$ cat src/rtl/otter_cu_fsm.sv
// rtl/otter_cu_fsm.sv - OTTER RV32I multicycle control-unit state machine
module otter_cu_fsm #(
    parameter int INIT_CYCLES = 1,
    parameter int MEM_TIMEOUT = 16
) (
    input  logic       CLK,
    input  logic       RST,
    input  logic       INTR,
    input  logic       mie,
    input  logic [6:0] opcode,
    input  logic [2:0] func3,
    input  logic       mem_ready,
    output logic       pc_write,
    output logic       reg_write,
    output logic       mem_we2,
    output logic       mem_rden1,
    output logic       mem_rden2,
    output logic       rst_out,
    output logic       csr_we,
    output logic       int_taken,
    output logic       mem_err,
    output logic [2:0] state
);

    typedef enum logic [2:0] {
        ST_INIT     = 3'd0,
        ST_FETCH    = 3'd1,
        ST_EXEC     = 3'd2,
        ST_MEM_WAIT = 3'd3,
        ST_WB       = 3'd4,
        ST_INTRPT   = 3'd5
    } state_t;

    localparam logic [6:0] OPC_LUI    = 7'b0110111;
    localparam logic [6:0] OPC_AUIPC  = 7'b0010111;
    localparam logic [6:0] OPC_JAL    = 7'b1101111;
    localparam logic [6:0] OPC_JALR   = 7'b1100111;
    localparam logic [6:0] OPC_OP_IMM = 7'b0010011;
    localparam logic [6:0] OPC_OP     = 7'b0110011;
    localparam logic [6:0] OPC_BRANCH = 7'b1100011;
    localparam logic [6:0] OPC_CSR    = 7'b1110011;
    localparam logic [6:0] OPC_LOAD   = 7'b0000011;
    localparam logic [6:0] OPC_STORE  = 7'b0100011;

    state_t     cur_state;
    state_t     nxt_state;
    logic [3:0] init_cnt;
    logic [7:0] wait_cnt;
    logic       is_load;
    logic       int_pend;
    logic       init_done;
    logic       timeout_hit;

    assign int_pend    = INTR & mie;
    assign init_done   = (init_cnt == 4'(INIT_CYCLES - 1));
    assign timeout_hit = (cur_state == ST_MEM_WAIT) && !mem_ready
                         && (wait_cnt == 8'(MEM_TIMEOUT - 1));
    assign state       = cur_state;

    always_ff @(posedge CLK) begin
        if (RST) begin
            cur_state <= ST_INIT;
            init_cnt  <= '0;
            wait_cnt  <= '0;
            mem_err   <= 1'b0;
            is_load   <= 1'b0;
        end else begin
            cur_state <= nxt_state;
            init_cnt  <= (cur_state == ST_INIT && nxt_state == ST_INIT) ? init_cnt + 4'd1 : 4'd0;
            wait_cnt  <= (cur_state == ST_MEM_WAIT && nxt_state == ST_MEM_WAIT) ? wait_cnt + 8'd1 : 8'd0;
            if (timeout_hit)
                mem_err <= 1'b1;
            if (cur_state == ST_EXEC)
                is_load <= (opcode == OPC_LOAD);
        end
    end

    always_comb begin
        nxt_state = ST_INIT;
        pc_write  = 1'b0;
        reg_write = 1'b0;
        mem_we2   = 1'b0;
        mem_rden1 = 1'b0;
        mem_rden2 = 1'b0;
        rst_out   = 1'b0;
        csr_we    = 1'b0;
        int_taken = 1'b0;

        case (cur_state)
            ST_INIT: begin
                rst_out   = 1'b1;
                nxt_state = init_done ? ST_FETCH : ST_INIT;
            end
            ST_FETCH: begin
                mem_rden1 = 1'b1;
                nxt_state = ST_EXEC;
            end
            ST_EXEC: begin
                case (opcode)
                    OPC_LUI, OPC_AUIPC, OPC_JAL, OPC_JALR, OPC_OP_IMM, OPC_OP: begin
                        reg_write = 1'b1;
                        pc_write  = 1'b1;
                    end
                    OPC_CSR: begin
                        pc_write = 1'b1;
                        if (func3 != 3'b000) begin
                            csr_we    = 1'b1;
                            reg_write = 1'b1;
                        end
                    end
                    OPC_LOAD: begin
                        mem_rden2 = 1'b1;
                    end
                    OPC_STORE: begin
                        mem_we2  = 1'b1;
                        pc_write = mem_ready;
                    end
                    default: pc_write = 1'b1;
                endcase
                if (pc_write)
                    nxt_state = int_pend ? ST_INTRPT : ST_FETCH;
                else if (opcode == OPC_LOAD && mem_ready)
                    nxt_state = ST_WB;
                else
                    nxt_state = ST_MEM_WAIT;
            end
            ST_MEM_WAIT: begin
                mem_rden2 = is_load;
                mem_we2   = !is_load;
                if (mem_ready || timeout_hit) begin
                    if (is_load) begin
                        nxt_state = ST_WB;
                    end else begin
                        pc_write  = 1'b1;
                        nxt_state = int_pend ? ST_INTRPT : ST_FETCH;
                    end
                end else begin
                    nxt_state = ST_MEM_WAIT;
                end
            end
            ST_WB: begin
                reg_write = 1'b1;
                pc_write  = 1'b1;
                nxt_state = int_pend ? ST_INTRPT : ST_FETCH;
            end
            ST_INTRPT: begin
                int_taken = 1'b1;
                pc_write  = 1'b1;
                nxt_state = ST_FETCH;
            end
            default: nxt_state = ST_INIT;
        endcase

        // Reset overrides everything combinationally so an in-flight access drops this cycle.
        if (RST) begin
            pc_write  = 1'b0;
            reg_write = 1'b0;
            mem_we2   = 1'b0;
            mem_rden1 = 1'b0;
            mem_rden2 = 1'b0;
            csr_we    = 1'b0;
            int_taken = 1'b0;
            rst_out   = 1'b1;
        end
    end

endmodule

$ cat config.mk
export PLATFORM = sky130hd
export DESIGN_NAME = otter_cu_fsm
export DESIGN_NICKNAME = d
export VERILOG_FILES = /design/src/rtl/otter_cu_fsm.sv
export SDC_FILE = /design/constraint.sdc
export NUM_CORES = 1
export LEC_CHECK = 0
export ABC_CLOCK_PERIOD_IN_PS = 4700
export CAP_MARGIN = 20
export CORE_AREA = 5 5 61 63
export DETAILED_ROUTE_END_ITERATION = 7
export DIE_AREA = 0 0 66 68
export PLACE_DENSITY = 0.67
export RECOVER_POWER = 50
export SETUP_SLACK_MARGIN = 0.02
export SLEW_MARGIN = 20
export SYNTH_ARGS = -nofsm -noshare
export SYNTH_HDL_FRONTEND = slang
export SYNTH_SLANG_ARGS = --single-unit
$ cat constraint.sdc
create_clock -name CLK -period 4.7 [get_ports CLK]
set_input_delay 0.94 -clock CLK [delete_from_list [all_inputs] [get_ports CLK]]
set_output_delay 0.94 -clock CLK [all_outputs]
set_load 0.05 [all_outputs]
==> metrics.cfg <==
[status]
status = finished clean

[critical_path]
worstPathCellList = clkdlybuf4s50_1, clkbuf_1, inv_1, nand4_1, nor4_2, o21bai_1, clkdlybuf4s50_1
slowest_delay_ns = 0.83
worstPathRequired_ns = 3.76
critPathArrivalTime_ns = 3.20
critPathSlowestCell = clkdlybuf4s50_1
worst-setup-path-type = input pin to output port
cp-end-kind = output port
startpoint_type = input pin
worstPathMaxFanout = 12
path_buf_inv = 4
crit_family = buffers and inverters
crit_top_cell = clkdlybuf4s50_1

[place]
place_congestion = 0.8296
port_buffers = 26
dp_slack_ns = 0.7288
hpwl_um = 1817

[min_path]
hold_path_class = register to register

[synth]
ys_seq_area_share_pct = 33.21
synth.distinct_cells = 45
synthesis.area_mm2 = 0.001025
synth_xor_xnor_area_share_pct = 6.838
yosys.area_share.simple_pct = 34.31
synth_mux_area_share_pct = 0
yosys_warnings = 0
synthAdderAreaFrac_pct = 3.663
synth_cells = 127
postSynthAreaPerCell_um2 = 8.069
synthesis.nets = 145
ys_seq_elements = 17
synth_top_family_by_area = simple AND/OR/NAND/NOR gates
synth-compound-area-share_pct = 15.14

[sta]
worst_pin_slew_ns = 0.5568
setup_viol = 0
setup_slack_ns = 0.5647
fmax_mhz = 241.8
period_share_pct = 87.98
fin_crit_ns = 4.135
clock-skew-final_ns = 0.003094
hold_viol_final = 0
tns_ns = 0
slew_headroom_pct = 62.88
finalMaxSlewViolations = 0
rsz0062_at_grt = no

[grt]
grt_antenna_before_repair = 0
groute.usage.overall_pct = 11.15
grt_pass1_wl_um = 3988
gr-total-overflow = 0
grt_pass1_vias = 936
grt_max_degree = 15

[route]
vias = 960
viasPerCell = 4.873
drtPass1Iterations = 4
drt-total-wl_um = 2321
ant_nets = 0
drt_iter0_markers = 60
wl_per_cell_um = 11.78
drc = 0

[floorplanning]
start_util_pct = 32.23
die_h_um = 68
dieWidth_um = 66
die_area_mm2 = 0.004488
core_area_mm2 = 0.003179
placementRows = 21
ioPinCount = 27

[layout]
nets = 170
antenna_cells = 0
filler_cell_count = 319
area_growth_pct = 29.18
drive_above_1_share_pct = 8.609
finalCoreUtilization_pct = 41.64

[cts]
clock-root-buffer = clkbuf_4
cts.reportedPaths.clkPinSlew_ns = 0.11
clock_path_buffers = 2
clock_latency_ns = 0.30
cts_resized = 0
postCtsSetupBuffers = 0
numCtsBuffers = 3
cts.htree.levels = 1
cts_hold_buf = 0
clkSinkCount = 17
tritoncts = built

[power]
powerDensity_mw_per_mm2 = 343.4
peakVddDrop_mv = 0.1931
leakagePower_nw = 0.4311

[run]
max-cap-violations = 0

## logic make-up after synthesis
family	Yosys count
adders and majority gates	3
DFF	17
AOI/OAI and AO/OA	22
buffers and inverters	13
xor gates and xnor gates	8
and+or+nand+nor	64
## worst register-to-register path, delay by kind of cell (launching register included)
family	cells	cell delay [ns]
AND/OR/NAND/NOR	2	0.96
flip-flops	1	0.59
AO/OA/AOI/OAI	1	0.13
## layout by cell type, fill, tap and decap left out, types with 3 or more instances in the layout
master and count:
nand2_1 8, nor2_1 23, nand2b_1 4, nor3_1 5, a21oi_1 5, inv_1 6
dfxtp_1 17, xnor2_1 6, ha_1 3, clkbuf_4 3, nand3_1 4, clkdlybuf4s50_1 24
## area by class of cell
cell class                 instances  area [µm²]  area share (%)
multi-input combinational         97       609.3           46.03
inverter                           6       22.52           1.701
tap                               46       57.56           4.348
clock inverter                     1       7.507          0.5671
timing repair buffer              27       264.0           19.94
sequential                        17       340.3           25.71
clock buffer                       3       22.52           1.701
## per-layer routing
metal	vias to the layer above	global-route usage (%)	share of wire, %
li1	490	-	-
met1	437	13.29	45
met2	28	19.02	47
met3	5	2.299	5.4
met4	0	5.584	2.2
met5	-	0	0
## synth_stat cells (all sizes together)
cell	instances	area share [%]
nor2	25	9.6
dfxtp	17	33
nand2	8	2.9
a21oi	7	4.2
inv	6	2.2
xnor2	6	5.1
buf	5	3.9
nor3	5	2.4
nand2b	4	2.4
nand3	4	2.0
ha	3	3.7
nor4	3	3.1
o21ai	3	1.5
a22oi	2	1.5
clkbuf	2	0.73
nand4	2	1.2
or4	2	1.5
xor2	2	1.7
a211oi	1	1.2
a31oi	1	0.61
a32o	1	0.98
a32oi	1	0.85
and2	1	0.61
and3	1	0.61
and3b	1	0.85
nand3b	1	0.73
nand4b	1	0.85
nor2b	1	0.61
nor4bb	1	0.98
o211ai	1	0.73
o21a	1	0.73
o21bai	1	0.73
o22ai	1	0.61
o31a	1	0.85
o31ai	1	0.73
or2	1	0.61
or3	1	1.1
or3b	1	0.85
or4b	1	1.3
## stage by stage
step	hold WS (ns)	cell area, µm²	instances	power, mW
6_report	0.4717	1324	197	0.4546
3_5_place_dp	0.4526	1303	193	0.3756
2_1_floorplan	0.4175	1025	127	0.3260
4_1_cts	0.4802	1333	197	0.4615
5_1_grt	0.4929	1324	197	0.4834
3_3_place_gp	0.4286	1303	193	0.3737
## final timing paths
| path | start | to | slack, ns | cells past startpoint |
|---|---|---|---|---|
| max | RST | reg_write | 0.56 | 7 |
| min | wait_cnt[0] | wait_cnt[0] | 0.47 | 1 |
| max reg2reg | state[1] | is_load | 2.96 | 3 |
| min reg2reg | wait_cnt[0] | wait_cnt[0] | 0.47 | 1 |
## sequential cells by signal, indices dropped and copies added (netlist names)
register  flops
init_cnt      4
is_load       1
mem_err       1
state         3
wait_cnt      8
## power by group
| part | internal, mW | switching [mW] |
|---|---|---|
| Sequential | 0.157 | 0.0293 |
| Clock | 0.0325 | 0.0511 |
| Combinational | 0.0788 | 0.106 |
Note: power is estimated with default switching activity, not from simulation.
